`config.mk`:
```
export PLATFORM = sky130hd
export DESIGN_NAME = mem_stall_requester_flat
export DESIGN_NICKNAME = d
export VERILOG_FILES = /design/src/rtl/mem_stall_requester_if.sv /design/src/rtl/mem_stall_requester.sv /design/src/flat_wrapper.sv
export SDC_FILE = /design/constraint.sdc
export NUM_CORES = 1
export LEC_CHECK = 0
export CAP_MARGIN = 5
export CORE_ASPECT_RATIO = 1.75
export CORE_MARGIN = 10
export CORE_UTILIZATION = 40
export CTS_BUF_LIST = sky130_fd_sc_hd__clkbuf_4 sky130_fd_sc_hd__clkbuf_8
export DETAILED_ROUTE_END_ITERATION = 8
export GPL_TIMING_DRIVEN = 0
export PLACE_DENSITY = 0.8
export SLEW_MARGIN = 40
export SYNTH_ARGS = -nofsm -noshare
export SYNTH_HDL_FRONTEND = slang
export SYNTH_SLANG_ARGS = --single-unit
```
`constraint.sdc`:
```
create_clock -name clk -period 3.75 [get_ports clk]
set_input_delay 0.375 -clock clk [delete_from_list [all_inputs] [get_ports clk]]
set_output_delay 0.375 -clock clk [all_outputs]
set_load 0.01 [all_outputs]
```
`src/rtl/mem_stall_requester_if.sv`:
```
// rtl/mem_stall_requester_if.sv - req/ack data bus between the MEM-stage requester and memory
interface mem_stall_requester_if #(
    parameter int ADDR_WIDTH = 32,
    parameter int DATA_WIDTH = 32
);
    logic                  bus_req;
    logic                  bus_we;
    logic [3:0]            bus_sel;
    logic [ADDR_WIDTH-1:0] bus_addr;
    logic [DATA_WIDTH-1:0] bus_wdata;
    logic                  bus_ack;
    logic [DATA_WIDTH-1:0] bus_rdata;

    modport master (
        output bus_req, bus_we, bus_sel, bus_addr, bus_wdata,
        input  bus_ack, bus_rdata
    );

    modport slave (
        input  bus_req, bus_we, bus_sel, bus_addr, bus_wdata,
        output bus_ack, bus_rdata
    );
endinterface

```
`src/rtl/mem_stall_requester.sv`:
```
// rtl/mem_stall_requester.sv - MEM-stage bus access unit with pipeline stall and bus timeout
module mem_stall_requester #(
    parameter int ADDR_WIDTH     = 32,
    parameter int DATA_WIDTH     = 32,
    parameter int TIMEOUT_CYCLES = 255
) (
    input  logic                  clk,
    input  logic                  rst,
    input  logic                  mem_en,
    input  logic                  mem_we,
    input  logic [3:0]            mem_sel,
    input  logic [ADDR_WIDTH-1:0] mem_addr,
    input  logic [DATA_WIDTH-1:0] mem_wdata,
    input  logic                  flush,
    output logic [DATA_WIDTH-1:0] read_data,
    output logic                  stall_all,
    output logic                  bus_error,
    mem_stall_requester_if.master bus
);
    localparam int CW = $clog2(TIMEOUT_CYCLES + 1);

    typedef enum logic [1:0] {
        IDLE = 2'd0,
        BUSY = 2'd1,
        DONE = 2'd2
    } state_t;

    state_t                state_q, state_d;
    logic [CW-1:0]         cnt_q;
    logic                  err_q;
    logic                  we_q;
    logic [3:0]            sel_q;
    logic [ADDR_WIDTH-1:0] addr_q;
    logic [DATA_WIDTH-1:0] wdata_q;
    logic [DATA_WIDTH-1:0] rdata_q;

    logic start;
    logic ack_hit;
    logic tmo_hit;

    // State register; reset abandons any outstanding request at once.
    always_ff @(posedge clk or posedge rst) begin
        if (rst) begin
            state_q <= IDLE;
        end else begin
            state_q <= state_d;
        end
    end

    // Next state plus the stall request; ack takes priority over the timeout.
    always_comb begin
        state_d   = state_q;
        stall_all = 1'b0;
        start     = 1'b0;
        ack_hit   = 1'b0;
        tmo_hit   = 1'b0;
        case (state_q)
            IDLE: begin
                if (mem_en && !flush) begin
                    start     = 1'b1;
                    stall_all = 1'b1;
                    state_d   = BUSY;
                end
            end
            BUSY: begin
                stall_all = 1'b1;
                if (bus.bus_ack) begin
                    ack_hit = 1'b1;
                    state_d = DONE;
                end else if (cnt_q == CW'(TIMEOUT_CYCLES - 1)) begin
                    tmo_hit = 1'b1;
                    state_d = DONE;
                end
            end
            DONE: begin
                state_d = IDLE;
            end
            default: begin
                state_d = IDLE;
            end
        endcase
    end

    // Request capture, timeout counter, error flag and load result.
    always_ff @(posedge clk or posedge rst) begin
        if (rst) begin
            we_q    <= 1'b0;
            sel_q   <= '0;
            addr_q  <= '0;
            wdata_q <= '0;
            cnt_q   <= '0;
            err_q   <= 1'b0;
            rdata_q <= '0;
        end else begin
            if (start) begin
                we_q    <= mem_we;
                sel_q   <= mem_sel;
                addr_q  <= mem_addr;
                wdata_q <= mem_wdata;
            end
            if (state_q == BUSY) begin
                cnt_q <= cnt_q + 1'b1;
            end else begin
                cnt_q <= '0;
            end
            if (tmo_hit) begin
                err_q <= 1'b1;
            end else if (state_q == DONE) begin
                err_q <= 1'b0;
            end
            if (ack_hit && !we_q) begin
                rdata_q <= bus.bus_rdata;
            end else if (tmo_hit) begin
                rdata_q <= '0;
            end
        end
    end

    assign bus.bus_req   = (state_q == BUSY);
    assign bus.bus_we    = we_q;
    assign bus.bus_sel   = sel_q;
    assign bus.bus_addr  = addr_q;
    assign bus.bus_wdata = wdata_q;
    assign read_data     = rdata_q;
    assign bus_error     = (state_q == DONE) && err_q;
endmodule
```
`src/flat_wrapper.sv`:
```
// flat-port wrapper written by rule: the top's interface ports become plain ports
module mem_stall_requester_flat 
#(
    parameter int ADDR_WIDTH     = 32,
    parameter int DATA_WIDTH     = 32,
    parameter int TIMEOUT_CYCLES = 255
)
  (clk, rst, mem_en, mem_we, mem_sel, mem_addr, mem_wdata, flush, read_data, stall_all, bus_error, bus_bus_req, bus_bus_we, bus_bus_sel, bus_bus_addr, bus_bus_wdata, bus_bus_ack, bus_bus_rdata);
  mem_stall_requester_if #(.ADDR_WIDTH(ADDR_WIDTH), .DATA_WIDTH(DATA_WIDTH)) bus_i ();
  input  logic clk;
  input  logic rst;
  input  logic mem_en;
  input  logic mem_we;
  input  logic [3:0] mem_sel;
  input  logic [ADDR_WIDTH-1:0] mem_addr;
  input  logic [DATA_WIDTH-1:0] mem_wdata;
  input  logic flush;
  output logic [DATA_WIDTH-1:0] read_data;
  output logic stall_all;
  output logic bus_error;
  output wire logic [$bits(bus_i.bus_req)-1:0] bus_bus_req;
  output wire logic [$bits(bus_i.bus_we)-1:0] bus_bus_we;
  output wire logic [$bits(bus_i.bus_sel)-1:0] bus_bus_sel;
  output wire logic [$bits(bus_i.bus_addr)-1:0] bus_bus_addr;
  output wire logic [$bits(bus_i.bus_wdata)-1:0] bus_bus_wdata;
  input wire logic [$bits(bus_i.bus_ack)-1:0] bus_bus_ack;
  input wire logic [$bits(bus_i.bus_rdata)-1:0] bus_bus_rdata;
  assign bus_bus_req = bus_i.bus_req;
  assign bus_bus_we = bus_i.bus_we;
  assign bus_bus_sel = bus_i.bus_sel;
  assign bus_bus_addr = bus_i.bus_addr;
  assign bus_bus_wdata = bus_i.bus_wdata;
  assign bus_i.bus_ack = bus_bus_ack;
  assign bus_i.bus_rdata = bus_bus_rdata;
  mem_stall_requester #(.ADDR_WIDTH(ADDR_WIDTH), .DATA_WIDTH(DATA_WIDTH), .TIMEOUT_CYCLES(TIMEOUT_CYCLES)) u_core (.clk(clk), .rst(rst), .mem_en(mem_en), .mem_we(mem_we), .mem_sel(mem_sel), .mem_addr(mem_addr), .mem_wdata(mem_wdata), .flush(flush), .read_data(read_data), .stall_all(stall_all), .bus_error(bus_error), .bus(bus_i));
endmodule
```
# Yosys cells after proc, flatten, opt, wreduce, memory -nomap -nowiden
# Index checks and enable logic that the tools add are counted.
# classes
n_mul	0
shift	0
bitwise_logic	0
n_mux	17
add_sub_neg	1
eq_ne	5
div	0
n_reduce_logical	9
order_cmp	0
# op_table
operator	n
$mux 32	2
$mux 1	9
$add 8x1->8 const B	1
$eq 8x8->1 const B	1
$mux 8	1
$mux 2	3
$pmux 2 s2	1
$reduce_bool 2->1	2
$logic_and 1x1->1	3
$ne 3x1->1 const B	1
$eq 2x1->1 const B	1
$eq 2x2->1 const B	1
$logic_not 1->1	2
$logic_not 2->1	1
$ne 2x1->1 const B	1
$pmux 1 s2	1
$reduce_and 2->1	1
# word_totals
latchBits	0
mem_count	0
ram_bits	0
rom_bits	0
regBits	112

# Longest topological paths before layout
# depth
word_depth	6
mapped_depth	6
depth_no_buf	5

# Worst setup path after synthesis
# No wires, ideal clock.
# synth_path
path_kind	input port to flip-flop
start	input flush
end	register u_core.wdata_q[19] (netlist: u_core.bus.bus_wdata[19])
path_stages	5
setup_ps	125
path_slack_ps	2239
required_time_ps	3625
n_path_buf	2
t_arrival_ps	1387
cell_sequence	nand2b_1 > nor3_4 > buf_4 > buf_6 > mux2_2
# synth_via
elab_chain_cells	4
# synth_rtl
item	line_no	text
start: declaration	flat_wrapper.sv:17	input logic flush;
$logic_not 1->1	mem_stall_requester.sv:59	if (mem_en && !flush) begin
$logic_and 1x1->1	mem_stall_requester.sv:59	
$mux 1	mem_stall_requester.sv:59	
$mux 1	mem_stall_requester.sv:57	case (state_q)
end signal: assignment	mem_stall_requester.sv:99	wdata_q <= mem_wdata;
end: declaration	mem_stall_requester.sv:34	logic [DATA_WIDTH-1:0] wdata_q;
# No other way between the ends.
# A chain may end at the register's enable or synchronous reset.

# Worst setup path in the final report
# layout_path
start	register u_core.state_q[1]
end	output bus_bus_req
# layout_via
elab_chain_cells	1
# layout_rtl
item	line_no	text
start: declaration	mem_stall_requester.sv:28	state_t state_q, state_d;
start signal: assignment	mem_stall_requester.sv:46	state_q <= state_d;
$eq 2x1->1	mem_stall_requester.sv:119	assign bus.bus_req = (state_q == BUSY);
end: declaration	flat_wrapper.sv:21	output wire logic [$bits(bus_i.bus_req)-1:0] bus_bus_req;
# No other way between the ends.

==> impl.org <==
** Layout
- Relative to the synthesized area, the layout overhead comes to 56.4%.
- Layout cell share with drive strength beyond 1 :: 0.191
- The repair_antennas step left the layout with diodes totalling 0.
- Util after Layout :: 0.641
- Number of fill cells :: between 800 and 900
- Most common cell after layout, fill and taps aside :: clkdlybuf4s50_1
- The top cell types in the final layout, fill and taps aside, are clkdlybuf4s50_1 (209), dfrtp_1 (112), mux2_2 (69).
- The finished layout holds 696 standard cells, fillers aside.
- In the final design database the tool counted 669 nets.

** Synthesis
- Number of distinct library cells after synthesis :: 27
- Post-synth EDFFs :: 0
- Yosys reg bits :: roughly 110
- Post-synth top flop :: dfrtp_1
- Measured against the total synthesized area, the mux share comes to 0.177.
- Fraction of registers with async set or reset after synthesis :: 1.00
- After synthesis, the largest family of logic cells by area is multiplexers.
- Area of the mapped netlist :: 4380 um^2
- The Yosys step of the flow raised 0 warnings.
- Of the total synthesized cell area, the portion taken by AND, OR, NAND and NOR gates is 0.0939.
- Fraction of the mapped netlist area in adder cells :: 0.00571
- After synthesis, the cell types taking the most area are dfrtp_1 (64%), mux2_2 (18%), nand2_1 (5.7%).
- The number of nets in the synthesized netlist is 448.
- Share of the yosys chip area belonging to registers :: 0.640
- Mean area per synthesized cell :: 12.9 um^2
- Counting every instance in the synthesized netlist gives 340.
- The synthesized design spends more area on one cell type than any other, namely dfrtp_1.
- Compound-gate portion of the synthesized area :: 0.0497
- Xor-xnor portion of the synthesized cell area :: 0.00600
- The share of synthesized area in the top cell type comes to 0.640.

** GRT
- Overall fraction of global-route tracks in use :: 0.165
- First-pass GRT wire length :: just over 20 mm
- Vias in the first global route :: approximately 3700
- Remaining global-route overflow :: 0
- Number of antenna violations at the first check in global routing :: 0
- Pin count of the biggest net entering global routing :: 65

** Clocking
- After clock tree synthesis, the flow added hold-fix buffers numbering 0.
- CTS clock-pin slew for the worst setup and hold paths :: 0.10 ns
- Post-CTS Setup Inserts :: 0
- Number of cells upsized or downsized after cts :: 0
- TritonCTS Sinks :: 112
- TritonCTS created 9 clock buffers.
- For the worst-skew pair, the clock arrives at the later sink with an insertion delay of 0.37 ns.
- The longest clock path from root to sink contains 2 buffers.
- Clock tree from TritonCTS :: built
- The clock tree synthesis step divided the H-tree into 3 levels.
- Clock root buffer :: clkbuf_8

** Die
- For this design the top-level I/O count stands at 210.
- The die covers 15700 um^2.
- Width of the chip :: ~100 um
- Core footprint :: 10700 um^2
- From bottom edge to top edge, the die measures 158 um.
- Starting density of the core :: 0.410
- After floorplanning, the core was divided into 50 placement rows.

** STA
- For this run, the top clock speed supported by timing is 437 MHz.
- The final-report hold violation count came to 0.
- Slew Limit Headroom :: 0.731
- Setup violations remaining at the end of the flow were counted as 0.
- In the finished design, the share of the clock period the worst path needs comes to 0.611.
- At the pin with the least slew margin, the transition time is 0.400 ns.
- Setup repair after global routing left no endpoint under its margin.
- Hold is met by 0.384 ns.
- Final-report max-slew violation count :: 0
- Across the routed clock network, the largest skew measured is 0.0115 ns.
- Final critical delay including setup and external delays :: 2.29 ns

** Worst setup path
- The worst register-to-register path has a depth of 4.
- The kind of cell with the highest combined delay along the critical path is buffers and inverters.
- Counting both buffers and inverters, the worst setup path holds a total of 3.
- Data arrives at the worst endpoint at 1.91 ns.
- Across all register-to-register paths, the minimum setup slack is 2.03 ns.
- STA classifies the critical path endpoint as an output port.
- R2R Path Start :: u_core.state_q[0]
- The slowest stage of the critical path belongs to the cell clkdlybuf4s50_1.
- Critical path's largest stage delay :: between 0.5 and 0.6 ns
- Data on the critical path is required at its endpoint by 3.38 ns.
- Terminus of the critical flop-to-flop path :: u_core.bus.bus_wdata[20]
- Of all nets on the critical path, the largest fanout is 10.
- STA classifies the critical path startpoint as a flop.
- The worst setup path is of the flop to output port kind.
- Worst path cell trace :: nand2b_1 > buf_2 > inv_1 > clkdlybuf4s50_1

** Power
- Standby leakage power :: 0.00288 uW
- VDD sags by at most 350 uV.
- Areal power density over the cells :: 591 nW/um^2

** Placement
- Detailed placement finished with a half-perimeter wire length of 10.7 mm.
- Port Buf Inserts :: about 210
- Routability cong. :: 0.750
- Including well taps, the total number of placed cells is 680.

** Flow run
- Across the run, the number of max-cap violations was 0.

** Drt
- Number of detailed-routing iterations run before antenna repair :: 4
- Using the TritonRoute via totals, the vias-per-cell ratio works out to 4.91.
- Detailed router's first-iteration violation count :: 79
- After detailed routing, the average wire length per cell comes to ~19 um.
- For this run, design rule violations remaining after detail routing come to 0.
- Detailed routing inserted a total of between 3000 and 4000 vias.
- Number of nets with antenna violations after detailed routing :: 0
- After detailed routing, the total wire length is 13.2 mm.

** Min path
- Worst min-delay path category :: input port to asynchronous set/reset pin

** Run status
- Run status :: completed
-- worst reg2reg max path, cell delays in order, from the launching register on --
cell	delay, ns
dfrtp_1	0.47
nor3_4	0.35
buf_4	0.26
buf_6	0.18
mux2_2	0.35
-- state kept, by name, summed over array words and instances, names as in the netlist --
signal                cells
u_core.bus.bus_addr      32
u_core.read_data         32
u_core.bus.bus_wdata     32
u_core.err_q              1
u_core.bus.bus_we         1
u_core.bus.bus_sel        4
u_core.state_q            2
u_core.cnt_q              8
-- area by class of cell --
class | count | area, um^2 | area share
plain buffers | 19 | 106 | 0.0155
clock buffers | 11 | 139 | 0.0203
clock inverters | 5 | 43.8 | 0.00639
inverters | 4 | 22.5 | 0.00329
multi-input cells | 205 | 1460 | 0.213
flip-flops and latches | 112 | 2800 | 0.409
well taps | 130 | 163 | 0.0237
repair buffers | 210 | 2120 | 0.309
-- per-stage QoR --
| step | setup TNS [ns] | total power (uW) | area, um^2 | setup slack [ns] |
|---|---|---|---|---|
| final | 0 | 4050 | 6850 | 1.46 |
| after global routing | 0 | 4290 | 6850 | 1.32 |
| after CTS | 0 | 4110 | 6850 | 1.43 |
| after detailed placement | 0 | 3440 | 6670 | 1.54 |
| after global placement | -123.78 | 3370 | 6640 | -1.11 |
| after floorplan | 0 | 2360 | 4380 | 0.416 |
-- synthesized netlist by cell type (all sizes together) (2+ instances only) --
| cell type | instances |
|---|---|
| a21oi | 4 |
| o21ai | 35 |
| or3 | 4 |
| clkbuf | 2 |
| nand2b | 2 |
| inv | 4 |
| ha | 2 |
| dfrtp | 112 |
| nand2 | 67 |
| nand3 | 4 |
| xor2 | 2 |
| mux2 | 69 |
| nor2 | 6 |
| buf | 17 |
-- worst max-delay path by stage --
stage                 startpoint                        to  slack, ns  cells past startpoint
2_1_floorplan                rst    u_core.bus.bus_addr[0]       0.42                      1
3_3_place_gp                 rst   u_core.bus.bus_addr[10]      -1.11                      2
3_5_place_dp               flush  u_core.bus.bus_wdata[20]       1.54                      6
4_1_cts        u_core.state_q[1]               bus_bus_req       1.43                      4
5_1_grt        u_core.state_q[1]               bus_bus_req       1.32                      4
6_report       u_core.state_q[1]               bus_bus_req       1.46                      4
-- layer usage --
layer  up-vias  share of wire  GRT usage
met5         -              0          0
met4         0         0.0099     0.0452
met3        10          0.095     0.0638
met2       145           0.53      0.291
met1      1670           0.36      0.178
li1       1592              -          -
-- cells by family (layout without fill, tap and decap cells) --
kind of cell,Yosys count,count (layout)
simple gates,89,89
fa+ha+maj,2,2
mux,69,69
flops,112,112
xor+xnor,3,3
compound gates,42,42
buf+inv,23,249
-- power breakdown --
part           switching [uW]  leakage, uW  internal (uW)
Combinational             628      0.00143            967
Sequential                205      0.00136           1580
Clock                     406    0.0000945            263
Total                    1240      0.00288           2810
(Power assumes the default switching activity.)
